### src/rtl/adrv9001_tdd_seq.sv
// Multi-channel TDD enable sequencer: turns per-channel requests into timed chip-enable and SSI data-enable.
// Optional per-channel burst statistics are compiled in with ADRV9001_TDD_SEQ_STATS_EN.
module adrv9001_tdd_seq #(
   parameter int NUM_CH    = 4,
   parameter int CNT_WIDTH = 32
) (
   input  logic                          s_axi_aclk,
   input  logic                          s_axi_aresetn,
   input  logic [NUM_CH-1:0]             tdd_req,
   input  logic [NUM_CH-1:0]             ch_mask,
   input  logic [NUM_CH*CNT_WIDTH-1:0]   ssi_enable_cnt,
   input  logic [NUM_CH*CNT_WIDTH-1:0]   ssi_disable_cnt,
   input  logic [NUM_CH*CNT_WIDTH-1:0]   disable_cnt,
   output logic [NUM_CH-1:0]             enable,
   output logic [NUM_CH-1:0]             ssi_en,
   output logic [NUM_CH*3-1:0]           state,
   output logic                          busy
`ifdef ADRV9001_TDD_SEQ_STATS_EN
   ,
   input  logic                          stats_clr,
   output logic [NUM_CH*16-1:0]          burst_cnt
`endif
);

   typedef enum logic [2:0] {
      IDLE     = 3'd0,
      RAMP     = 3'd1,
      ACTIVE   = 3'd2,
      SSI_HOLD = 3'd3,
      DIS_HOLD = 3'd4
   } state_t;

   localparam logic [CNT_WIDTH-1:0] CNT_ONE = CNT_WIDTH'(1);

   logic [NUM_CH-1:0] busy_v;

   for (genvar g = 0; g < NUM_CH; g++) begin : g_ch
      logic                 req;
      state_t               st_q, st_d;
      logic [CNT_WIDTH-1:0] cnt_q, cnt_d;
      logic                 en_q, en_d;
      logic                 ssi_q, ssi_d;

      assign req = tdd_req[g] & ch_mask[g];

      // Delay fields are sampled only on state entry; the running counter is private afterwards.
      always_comb begin
         st_d  = st_q;
         cnt_d = (cnt_q != '0) ? cnt_q - CNT_ONE : cnt_q;
         case (st_q)
            IDLE: begin
               if (req) begin
                  st_d  = RAMP;
                  cnt_d = ssi_enable_cnt[g*CNT_WIDTH +: CNT_WIDTH];
               end
            end
            RAMP: begin
               if (!req) begin
                  st_d  = DIS_HOLD;
                  cnt_d = disable_cnt[g*CNT_WIDTH +: CNT_WIDTH];
               end else if (cnt_q == '0) begin
                  st_d = ACTIVE;
               end
            end
            ACTIVE: begin
               if (!req) begin
                  st_d  = SSI_HOLD;
                  cnt_d = ssi_disable_cnt[g*CNT_WIDTH +: CNT_WIDTH];
               end
            end
            SSI_HOLD: begin
               if (req) begin
                  st_d = ACTIVE;
               end else if (cnt_q == '0) begin
                  st_d  = DIS_HOLD;
                  cnt_d = disable_cnt[g*CNT_WIDTH +: CNT_WIDTH];
               end
            end
            DIS_HOLD: begin
               // Minimum off window: requests are ignored until the hold expires.
               if (cnt_q == '0) st_d = IDLE;
            end
            default: st_d = IDLE;
         endcase
         en_d  = (st_d != IDLE);
         ssi_d = (st_d == ACTIVE) || (st_d == SSI_HOLD);
      end

      always_ff @(posedge s_axi_aclk) begin
         if (!s_axi_aresetn) begin
            st_q  <= IDLE;
            cnt_q <= '0;
            en_q  <= 1'b0;
            ssi_q <= 1'b0;
         end else begin
            st_q  <= st_d;
            cnt_q <= cnt_d;
            en_q  <= en_d;
            ssi_q <= ssi_d;
         end
      end

      assign enable[g]         = en_q;
      assign ssi_en[g]         = ssi_q;
      assign state[g*3 +: 3]   = st_q;
      assign busy_v[g]         = (st_q != IDLE);

`ifdef ADRV9001_TDD_SEQ_STATS_EN
      logic [15:0] burst_q;

      // Clear has priority over a coincident RAMP entry.
      always_ff @(posedge s_axi_aclk) begin
         if (!s_axi_aresetn || stats_clr) begin
            burst_q <= '0;
         end else if (st_q == IDLE && st_d == RAMP) begin
            burst_q <= burst_q + 16'd1;
         end
      end

      assign burst_cnt[g*16 +: 16] = burst_q;
`endif
   end

   assign busy = |busy_v;

endmodule

### config.mk
export PLATFORM = sky130hd
export DESIGN_NAME = adrv9001_tdd_seq
export DESIGN_NICKNAME = d
export VERILOG_FILES = /design/src/rtl/adrv9001_tdd_seq.sv
export SDC_FILE = /design/constraint.sdc
export NUM_CORES = 1
export LEC_CHECK = 0
export BUFFER_PORTS_ARGS = -buffer_cell sky130_fd_sc_hd__buf_2
export CORE_MARGIN = 5
export CORE_UTILIZATION = 26
export CTS_CLUSTER_SIZE = 16
export DETAILED_ROUTE_END_ITERATION = 10
export REMOVE_ABC_BUFFERS = 1
export SYNTH_ARGS = -nofsm -noshare
export SYNTH_HDL_FRONTEND = slang
export SYNTH_SLANG_ARGS = --single-unit
export TNS_END_PERCENT = 1
### constraint.sdc
create_clock -name s_axi_aclk -period 4.1 [get_ports s_axi_aclk]
set_clock_uncertainty 0.1 [all_clocks]
set_input_delay 0.82 -clock s_axi_aclk [delete_from_list [all_inputs] [get_ports s_axi_aclk]]
set_output_delay 0.82 -clock s_axi_aclk [all_outputs]
set_load 0.05 [all_outputs]
==> results.sh <==
export IMPL_slew_headroom_pct=8.259
export IMPL_grt_pass1_vias=16416
export IMPL_routed_wl_um=56800
export IMPL_dp_hpwl_um=43500
export IMPL_synthToLayoutAreaGrowth_pct=27.19
export IMPL_grt_max_degree=71
export IMPL_fmax_mhz=279.9
export IMPL_cts_resized=0
export IMPL_clock_sinks=148
export IMPL_dr_pass1_iters=6
export IMPL_rsz0062_at_grt="no"
export IMPL_critical_path_slowest_cell="or4_4"
export IMPL_syn_avg_cell_area_um2=6.881
export IMPL_nNetsFinal=2638
export IMPL_final_max_slew_viol_count=0
export IMPL_gp_congestion=0.9116
export IMPL_syn_inst=1899
export IMPL_path_class="register to register"
export IMPL_status="finished clean"
export IMPL_ys_ff_latch=148
export IMPL_worst_slew_pin_slew_ns=1.371
export IMPL_clk_pin_slew_ns=0.07
export IMPL_critical_path_arrival_ns=3.81
export IMPL_end_kind="register"
export IMPL_stdcell_count=2926
export IMPL_critPathMaxStageDelay_ns=0.68
export IMPL_preCtsSetupSlack_ns=0.5890
export IMPL_ir_worst_vdd_mv=0.2790
export IMPL_num_vias=16946
export IMPL_portBuffers=414
export IMPL_p_leak_nw=6.680
export IMPL_clk_latency_ns=0.46
export IMPL_postCtsSetupRepairBufs=0
export IMPL_mostFrequentLayoutCell="buf_2"
export IMPL_worstPathRequired_ns=4.34
export IMPL_grt_use_total_pct=19.60
export IMPL_antenna_found_initial=4
export IMPL_synth_cell_type_count=80
export IMPL_min_period_over_period_pct=87.13
export IMPL_tritoncts="done"
export IMPL_ys_seq_area_share_pct=22.67
export IMPL_drtIter0Drc=1955
export IMPL_antenna_left=0
export IMPL_hold_buffers=0
export IMPL_grt_ovfl_total=0
export IMPL_dp_cells=2891
export IMPL_num_rows=82
export IMPL_drc=0
export IMPL_async_flop_share_pct=0
export IMPL_path_cells="or4_4 > or3_1 > or4_4 > a311oi_4 > buf_4 > nand3_1 > a221oi_1 > nor2_1"
export IMPL_powerDensity_mw_per_mm2=353.3
export IMPL_hold_slack_ns=0.4734
export IMPL_ctsHtreeMaxLevel=4
export IMPL_avgViaCountPerCell=5.792
export IMPL_clockBufferDepth=2
export IMPL_io_pins=415
export IMPL_power_mw=5.873
export IMPL_hp_class="register to register"
export IMPL_worst_slack_ns=0.5276
export IMPL_syn_area_mm2=0.01307
export IMPL_core_mm2=0.04997
export IMPL_synth_ff_type="dfxtp_1"
export IMPL_root_buffer="clkbuf_16"
export IMPL_initial_utilization_pct=26.15
export IMPL_final_core_util_pct=33.26
export IMPL_grt_pass1_wl_um=88020
export IMPL_synth_edff_count=0
export IMPL_cts_buffers=17
export IMPL_layout_common_cells="buf_2 (414), a21oi_1 (243), nand2_1 (227)"
export IMPL_routedWlPerCell_um=19.41
export IMPL_fin_crit_ns=3.572
export IMPL_finalSetupViolCount=0
export IMPL_crit_fanout=11
export IMPL_crit_path_start_kind="register"
export IMPL_cpMostUsedCell="or4_4"
export IMPL_yosys_warnings=0
export IMPL_fp_dieW_um=234.2
export IMPL_hold_viol=0
export IMPL_maxCapViolCount=0
export IMPL_die_h_um=234.2
export IMPL_die_area_mm2=0.05484
export IMPL_drive_above_1_share_pct=24.30
-- where the power goes --
group / switching, mW / total, mW / internal, mW
Combinational: 1.22 / 2.10 / 0.881
Clock: 0.694 / 1.91 / 1.22
Sequential: 0.231 / 1.86 / 1.63
-- path summary, 6_finish.rpt --
| path | slack [ns] | cells after the start | end | start |
|---|---|---|---|---|
| min reg2reg | 0.47 | 2 | g_ch[3].cnt_q[30] | g_ch[3].cnt_q[30] |
| max | 0.53 | 8 | g_ch[3].cnt_q[29] | g_ch[3].cnt_q[14] |
| min | 0.47 | 2 | g_ch[3].cnt_q[30] | g_ch[3].cnt_q[30] |
| max reg2reg | 0.53 | 8 | g_ch[3].cnt_q[29] | g_ch[3].cnt_q[14] |
-- per-layer routing --
metal / routed length, um / track usage (%) / part of all wire, % / vias to the layer above
li1: - / - / - / 7882
met3: 4559 / 3.475 / 8.0 / 110
met2: 26570 / 32.12 / 47 / 845
met1: 24280 / 25.75 / 43 / 8107
met5: 7 / 0 / 0.012 / -
met4: 1375 / 7.378 / 2.4 / 2
-- state kept, by name, indices dropped and copies added, names as in the netlist --
register / cells
g_ch.en_q: 4
g_ch.ssi_q: 4
g_ch.st_q: 12
g_ch.cnt_q: 128
-- Yosys cell counts (6+ instances only) --
cell type / instances / area [um^2]
nor3_1: 72 / 360.4
a21oi_1: 243 / 1216
nand2b_1: 9 / 56.30
a31oi_1: 33 / 206.5
or3_1: 28 / 175.2
inv_1: 18 / 67.56
and3_1: 10 / 62.56
nand4b_1: 12 / 105.1
dfxtp_1: 148 / 2963
and2_1: 12 / 75.07
nand3b_1: 11 / 82.58
xnor2_1: 65 / 569.3
nor3b_1: 11 / 82.58
nor2_1: 137 / 514.2
o21a_1: 23 / 172.7
nor4_1: 35 / 219.0
buf_1: 14 / 52.55
o21ai_0: 145 / 725.7
o31a_1: 6 / 52.55
clkbuf_1: 131 / 491.7
o211ai_1: 12 / 90.09
a221oi_1: 74 / 648.1
mux2i_1: 12 / 120.1
nor2b_1: 7 / 43.79
xor2_1: 40 / 350.3
nand3_1: 85 / 425.4
a22oi_1: 46 / 345.3
a22o_1: 12 / 105.1
or4_1: 21 / 157.7
o22ai_1: 20 / 125.1
nand4_1: 22 / 137.6
nand2_1: 228 / 855.8
a222oi_1: 6 / 60.06
a221o_1: 18 / 180.2
buf_4: 9 / 67.56
a211oi_1: 16 / 120.1
ha_1: 6 / 75.07
-- cell families after synthesis --
group | synth area share, %
mux | 0.9192
buf+inv | 5.553
flops | 22.67
simple gates | 27.57
compound gates | 35.68
fa+ha+maj | 0.5745
xor+xnor | 7.038
-- worst max-delay path, delay by kind of cell, from the launching register on --
family,cells,cell delay [ns]
and+or+nand+nor,5,1.90
AOI/OAI and AO/OA,2,0.84
buffers and inverters,1,0.27
DFF,1,0.34
-- stage by stage --
stage	cell area (um^2)	setup TNS [ns]
after floorplan	12410	-1.290
after global placement	15920	0
after detailed placement	15920	0
after CTS	16610	0
after global routing	16620	0
final	16620	0
-- cell type report --
cell class | count | area, um^2
multi-input combinational | 1572 | 9449
antenna | 3 | 7.507
clock buffer | 18 | 439.2
fill | 5367 | 33340
timing repair buffer | 480 | 2592
sequential | 148 | 2963
clock inverter | 14 | 256.5
inverter | 19 | 72.57
tap | 672 | 840.8
Note: power is estimated with default switching activity, not from simulation.
